<file path="config.mk">
export PLATFORM = sky130hd
export DESIGN_NAME = addr_gen_wr_hc
export DESIGN_NICKNAME = d
export VERILOG_FILES = /design/src/rtl/addr_gen_wr_hc.sv
export SDC_FILE = /design/constraint.sdc
export NUM_CORES = 1
export LEC_CHECK = 0
export CORE_UTILIZATION = 30
export DETAILED_ROUTE_END_ITERATION = 12
export PLACE_DENSITY_LB_ADDON = 0.08
export SLEW_MARGIN = 20
export SYNTH_ARGS = -nofsm -noshare
export SYNTH_HDL_FRONTEND = slang
export SYNTH_SLANG_ARGS = --single-unit
</file>
<file path="constraint.sdc">
create_clock -name clk -period 2.66 [get_ports clk]
set_input_delay 0.532 -clock clk [delete_from_list [all_inputs] [get_ports clk]]
set_output_delay 0.532 -clock clk [all_outputs]
set_load 0.1 [all_outputs]
</file>
<file path="src/rtl/addr_gen_wr_hc.sv">
// Write address generator for the H and C memories during LSTM forward propagation.
// Optional macro ADDR_GEN_WR_ZERO_INIT_EN adds a CLEAR phase that zero-fills the t=-1 region.
module addr_gen_wr_hc #(
   parameter int ADDR_WIDTH = 12,
   parameter int TIMESTEP   = 7,
   parameter int NUM_CELL   = 53
) (
   input  logic                  clk,
   input  logic                  rst,
   input  logic                  en,
   input  logic                  i_start,
   input  logic                  i_valid_c,
   input  logic                  i_valid_h,
   output logic [ADDR_WIDTH-1:0] o_addr_c,
   output logic [ADDR_WIDTH-1:0] o_addr_h,
   output logic                  o_wr_c,
   output logic                  o_wr_h,
   output logic                  o_zero,
   output logic                  o_busy,
   output logic                  o_done,
   output logic                  o_err
);

   // One extra pointer bit keeps the saturation value LAST+1 representable
   // even when LAST occupies the full address range.
   localparam int                    PTR_W  = ADDR_WIDTH + 1;
   localparam logic [ADDR_WIDTH-1:0] LAST   = ADDR_WIDTH'(NUM_CELL * (TIMESTEP + 1) - 1);
   localparam logic [PTR_W-1:0]      LAST_P = {1'b0, LAST};
   localparam logic [PTR_W-1:0]      BASE_P = PTR_W'(NUM_CELL);
   localparam logic [PTR_W-1:0]      ONE_P  = PTR_W'(1);
`ifdef ADDR_GEN_WR_ZERO_INIT_EN
   localparam logic [PTR_W-1:0]      CLR_END_P = PTR_W'(NUM_CELL - 1);
`endif

   typedef enum logic [1:0] {
      S_IDLE  = 2'd0,
      S_CLEAR = 2'd1,
      S_WRITE = 2'd2,
      S_DONE  = 2'd3
   } state_t;

   state_t                  state_q, state_d;
   logic [PTR_W-1:0]        ptr_c_q, ptr_c_d;
   logic [PTR_W-1:0]        ptr_h_q, ptr_h_d;
   logic [ADDR_WIDTH-1:0]   addr_c_d, addr_h_d;
   logic                    wr_c_d, wr_h_d;
   logic                    busy_d, done_d, err_d;
`ifdef ADDR_GEN_WR_ZERO_INIT_EN
   logic                    zero_d;
`endif

   // State register.
   // NOTE: sequential state uses non-blocking (<=) so every register samples
   // the pre-edge values; blocking here would create order-dependent races.
   always_ff @(posedge clk or negedge rst) begin
      if (!rst) state_q <= S_IDLE;
      else      state_q <= state_d;
   end

   // Next-state and next-output logic.
   always_comb begin
      // NOTE: every signal gets a default before any branch so no path leaves
      // it unassigned, which would otherwise infer a latch.
      state_d  = state_q;
      ptr_c_d  = ptr_c_q;
      ptr_h_d  = ptr_h_q;
      addr_c_d = o_addr_c;
      addr_h_d = o_addr_h;
      wr_c_d   = 1'b0;
      wr_h_d   = 1'b0;
      done_d   = 1'b0;
      err_d    = o_err;
`ifdef ADDR_GEN_WR_ZERO_INIT_EN
      zero_d   = 1'b0;
`endif

      if (en) begin
         unique case (state_q)
            S_IDLE: begin
               if (i_start) begin
                  err_d = 1'b0;
`ifdef ADDR_GEN_WR_ZERO_INIT_EN
                  state_d = S_CLEAR;
                  ptr_c_d = '0;
                  ptr_h_d = '0;
`else
                  state_d = S_WRITE;
                  ptr_c_d = BASE_P;
                  ptr_h_d = BASE_P;
`endif
               end
            end

            S_CLEAR: begin
`ifdef ADDR_GEN_WR_ZERO_INIT_EN
               // Both memories are cleared in lockstep from ptr_c.
               wr_c_d   = 1'b1;
               wr_h_d   = 1'b1;
               zero_d   = 1'b1;
               addr_c_d = ptr_c_q[ADDR_WIDTH-1:0];
               addr_h_d = ptr_c_q[ADDR_WIDTH-1:0];
               if (i_valid_c || i_valid_h) err_d = 1'b1;
               if (ptr_c_q == CLR_END_P) begin
                  state_d = S_WRITE;
                  ptr_c_d = BASE_P;
                  ptr_h_d = BASE_P;
               end else begin
                  ptr_c_d = ptr_c_q + ONE_P;
                  ptr_h_d = ptr_c_q + ONE_P;
               end
`else
               state_d = S_IDLE;
`endif
            end

            S_WRITE: begin
               if (i_valid_c) begin
                  if (ptr_c_q <= LAST_P) begin
                     wr_c_d   = 1'b1;
                     addr_c_d = ptr_c_q[ADDR_WIDTH-1:0];
                     ptr_c_d  = ptr_c_q + ONE_P;
                  end else begin
                     err_d = 1'b1;
                  end
               end
               if (i_valid_h) begin
                  if (ptr_h_q <= LAST_P) begin
                     wr_h_d   = 1'b1;
                     addr_h_d = ptr_h_q[ADDR_WIDTH-1:0];
                     ptr_h_d  = ptr_h_q + ONE_P;
                  end else begin
                     err_d = 1'b1;
                  end
               end
               // Uses the updated pointers so a simultaneous final write on
               // both streams still lands in DONE straight away.
               if ((ptr_c_d > LAST_P) && (ptr_h_d > LAST_P)) state_d = S_DONE;
            end

            S_DONE: begin
               done_d  = 1'b1;
               state_d = S_IDLE;
               if (i_valid_c || i_valid_h) err_d = 1'b1;
            end

            default: state_d = S_IDLE;
         endcase
      end

      busy_d = (state_d == S_CLEAR) || (state_d == S_WRITE);
   end

   // Pointers and registered outputs.
   always_ff @(posedge clk or negedge rst) begin
      if (!rst) begin
         ptr_c_q  <= '0;
         ptr_h_q  <= '0;
         o_addr_c <= '0;
         o_addr_h <= '0;
         o_wr_c   <= 1'b0;
         o_wr_h   <= 1'b0;
         o_busy   <= 1'b0;
         o_done   <= 1'b0;
         o_err    <= 1'b0;
      end else begin
         ptr_c_q  <= ptr_c_d;
         ptr_h_q  <= ptr_h_d;
         o_addr_c <= addr_c_d;
         o_addr_h <= addr_h_d;
         o_wr_c   <= wr_c_d;
         o_wr_h   <= wr_h_d;
         o_busy   <= busy_d;
         o_done   <= done_d;
         o_err    <= err_d;
      end
   end

`ifdef ADDR_GEN_WR_ZERO_INIT_EN
   always_ff @(posedge clk or negedge rst) begin
      if (!rst) o_zero <= 1'b0;
      else      o_zero <= zero_d;
   end
`else
   assign o_zero = 1'b0;
`endif

endmodule

</file>
==> summary.txt, run 1 <==
CP delay by family, top: compound AO/OA/AOI/OAI gates
clock sinks: 57
Mapped Cells: 280
post-CTS repair timing setup buffer count: 0
Worst setup SP type: flip-flop
# rows: 34
final worst-path setup slack: 0.130 ns
DPL Wire Length: 4.57 mm
antenna-violating nets left: 0
CTS Buf Count: 9
VDD IR max: 0.000331 V
# DRC: 0
TritonCTS clock tree: built
synthesized flop and latch total: 57
combinational power share: 36.9%
nets: 340
Critical Path RT: 2.86 ns
LEAKAGE: 1.65 nW
syn nets: 288
sum of buffers and inverters on the critical path: 0
CORE AREA: 8720 sq um
Critical Path Sink Type: flip-flop
Via density: 4.85
top cell type's share of synthesized area: 52.6%
Worst EP arrival: 2.73 ns
GRT Overall Usage: 15.3%
Final Critical Period: 2.53 ns
syn avg cell area: 9.69 sq um
Async SR Flop Fraction: 100%
die area: 9430 sq um
largest area contributor in the netlist: dfrtp_1
Unique masters post-synth: 48
commonest non-fill, non-tap cell in the layout: dfrtp_1
first-pass GRT wire length: 11.3 mm
Inst Count DP: 429
worst-skew pair later-pin latency: 0.33 ns
Initial Utilization: 31.1%
synth top area cells: dfrtp_1 53%, nand2_1 7.7%, o21ai_0 4.4%, mux2_2 3.7%, nor2_1 2.6%
Tot Pwr: 2.99 mW
Yosys warnings: 0
first drt pass iteration count: 4
CTS Buffer Depth: 2
Net Sw Frac: 42.0%
final core utilization: 39.1%
Cell Area, Placed: 3220 sq um
vias in the first global route: 2262
Finished Layout Cells: 444
ANT cells: 0
root buf cell: clkbuf_8
Routability Congestion: 0.811
outcome: completed
setup TNS: 0 ns
WL final: 6.52 mm
antenna violations before repair: 0
RSZ-0062 raised after global routing: false
area delta synth->final: 25.7%
fin crit share: 95.1%
slowest cell delay on critical path: 0.48 ns
share of power burned in registers: 37.3%
H-tree lvl count: 3
initial drt markers: 84
Slowest cell on crit path: or4b_4
Chip Width: 97.1 microns
Hold WC Path Type: in2async
Port Buffers: 34
Final Skew: 0.00978 ns
Critical Path Fanout Max: 6
clock share of power: 25.8%
sequential area share after synthesis: 52.6%
Overflow after GRT: 0
final slew viol count: 0
cell area after synthesis: 2710 sq um
I/O pin cnt: 36
crit path kind: reg2reg
maximum number of pins on one net before global-route repair: 23
Setup Viol. Count Final: 0
ys flop type: dfrtp_1
EDFF count, synth: 0
clock transition at the registers of the reported paths: 0.07 ns
detailed-route wire length per cell: 14.7 microns
fin area: 3410 sq um
FMAX: 395 MHz
hold_ws: 0.105 ns
CP Cell Sequence: ha_4 > or4b_4 > a2111oi_4 > o211ai_1 > o311a_1 > a2111o_1 > and4bb_4 > xor2_1
most frequent cells in the layout: 57 x dfrtp_1, 56 x nand2_1, 54 x buf_4
design internal power: 1.73 mW
Pwr Density: 877 nW/um^2
max-cap check violation count: 0
worst slack, placed: -0.00204 ns
die height: 97.1 microns
share of layout cells above drive strength 1: 25.3%
via count: 2155
switching pwr: 1.25 mW
final hold violation count: 0
## cells in the mapped netlist, types with 2 or more instances
cell type,number
nor2_1,19
xor2_1,4
a31oi_1,3
nor3_1,5
and4_1,2
a41oi_1,2
o211a_1,2
o31ai_1,3
and2_1,4
buf_4,2
inv_1,4
o211ai_1,3
a21o_1,2
nand2_1,56
a21oi_1,14
clkbuf_1,13
buf_2,2
dfrtp_1,57
a211o_1,3
mux2_2,9
nand4_1,4
nor2b_1,11
o21ai_0,24
nand3_1,7
ha_1,2
## flip-flops by register name, indices dropped and copies added, names as in the netlist
register and flops:
o_done 1, o_addr_c 12, o_err 1, o_wr_h 1, o_addr_h 12, ptr_h_q 13
o_wr_c 1, ptr_c_q 13, o_busy 1, state_q 2
## area by class of cell
cell class                      instances  area, sq um
Tap cell                              108          135
Multi-Input combinational cell        201         1200
Sequential cell                        57         1430
Clock inverter                          6         60.1
Clock buffer                            9          124
Fill cell                             902         5310
Inverter                                4         15.0
Timing Repair Buffer                   59          450
## routing by layer
metal / up-vias / global-route usage (%) / routed length [microns]
met5: - / 0 / 0
met4: 0 / 8.04 / 144
met3: 11 / 2.95 / 180
met2: 33 / 21.7 / 2760
met1: 1026 / 22.0 / 3440
li1: 1085 / - / -
## power by group through the flow
| stage | clock network (mW) | logic (mW) | registers (mW) |
|---|---|---|---|
| global placement | 0 | 1.10 | 1.13 |
| CTS | 0.807 | 1.10 | 1.11 |
| finish | 0.770 | 1.10 | 1.12 |
| floorplan | 0 | 0.365 | 1.57 |
| global route | 0.836 | 1.18 | 1.14 |
| detailed placement | 0 | 1.10 | 1.13 |
## worst register-to-register path, delay by kind of cell (launching register included)
| family | cells | cell delay (ns) |
|---|---|---|
| AO/OA/AOI/OAI | 4 | 1.00 |
| adder cells (fa/ha/maj) | 1 | 0.17 |
| AND/OR/NAND/NOR | 2 | 0.69 |
| XOR/XNOR | 1 | 0.15 |
| flip-flops | 1 | 0.39 |
## cell families (layout without fill, tap and decap cells)
| logic type | Yosys count | count (layout) | share of synthesized area (%) |
|---|---|---|---|
| AO/OA/AOI/OAI | 65 | 65 | 15.9 |
| other | 1 | 1 | 0.138 |
| multiplexers | 10 | 10 | 4.11 |
| XOR/XNOR | 4 | 4 | 1.29 |
| flip-flops | 57 | 57 | 52.6 |
| AND/OR/NAND/NOR | 119 | 119 | 21.4 |
| buffers and inverters | 22 | 78 | 3.69 |
| adder cells (fa/ha/maj) | 2 | 2 | 0.922 |
## final timing paths
check,from,end,slack [ns],depth (start not counted)
worst max-delay path,ptr_h_q[0]$_DFFE_PN0P_,o_busy$_DFF_PN0_,0.13,8
worst min-delay path,rst,o_addr_c[3]$_DFFE_PN0P_,0.11,1
worst max register to register,ptr_h_q[0]$_DFFE_PN0P_,o_busy$_DFF_PN0_,0.13,8
worst min register to register,o_addr_c[1]$_DFFE_PN0P_,o_addr_c[1]$_DFFE_PN0P_,0.48,2
max in group asynchronous,rst,o_err$_DFFE_PN0P_,1.92,2
min in group clk,o_addr_c[1]$_DFFE_PN0P_,o_addr_c[1]$_DFFE_PN0P_,0.48,2
## repair_timing
action                                  4_1_cts  5_1_grt
endpoints found under the setup margin        0        1
hold buffers                                  0        0
resized for setup                             0        2
Note: power is estimated with default switching activity, not from simulation.
==> inputs of run 2 (changes only) <==
- CTS_CLUSTER_DIAMETER: unset -> 150
==> results of run 2 <==
Final layout, timing and power as in run 1 (identical DEF).
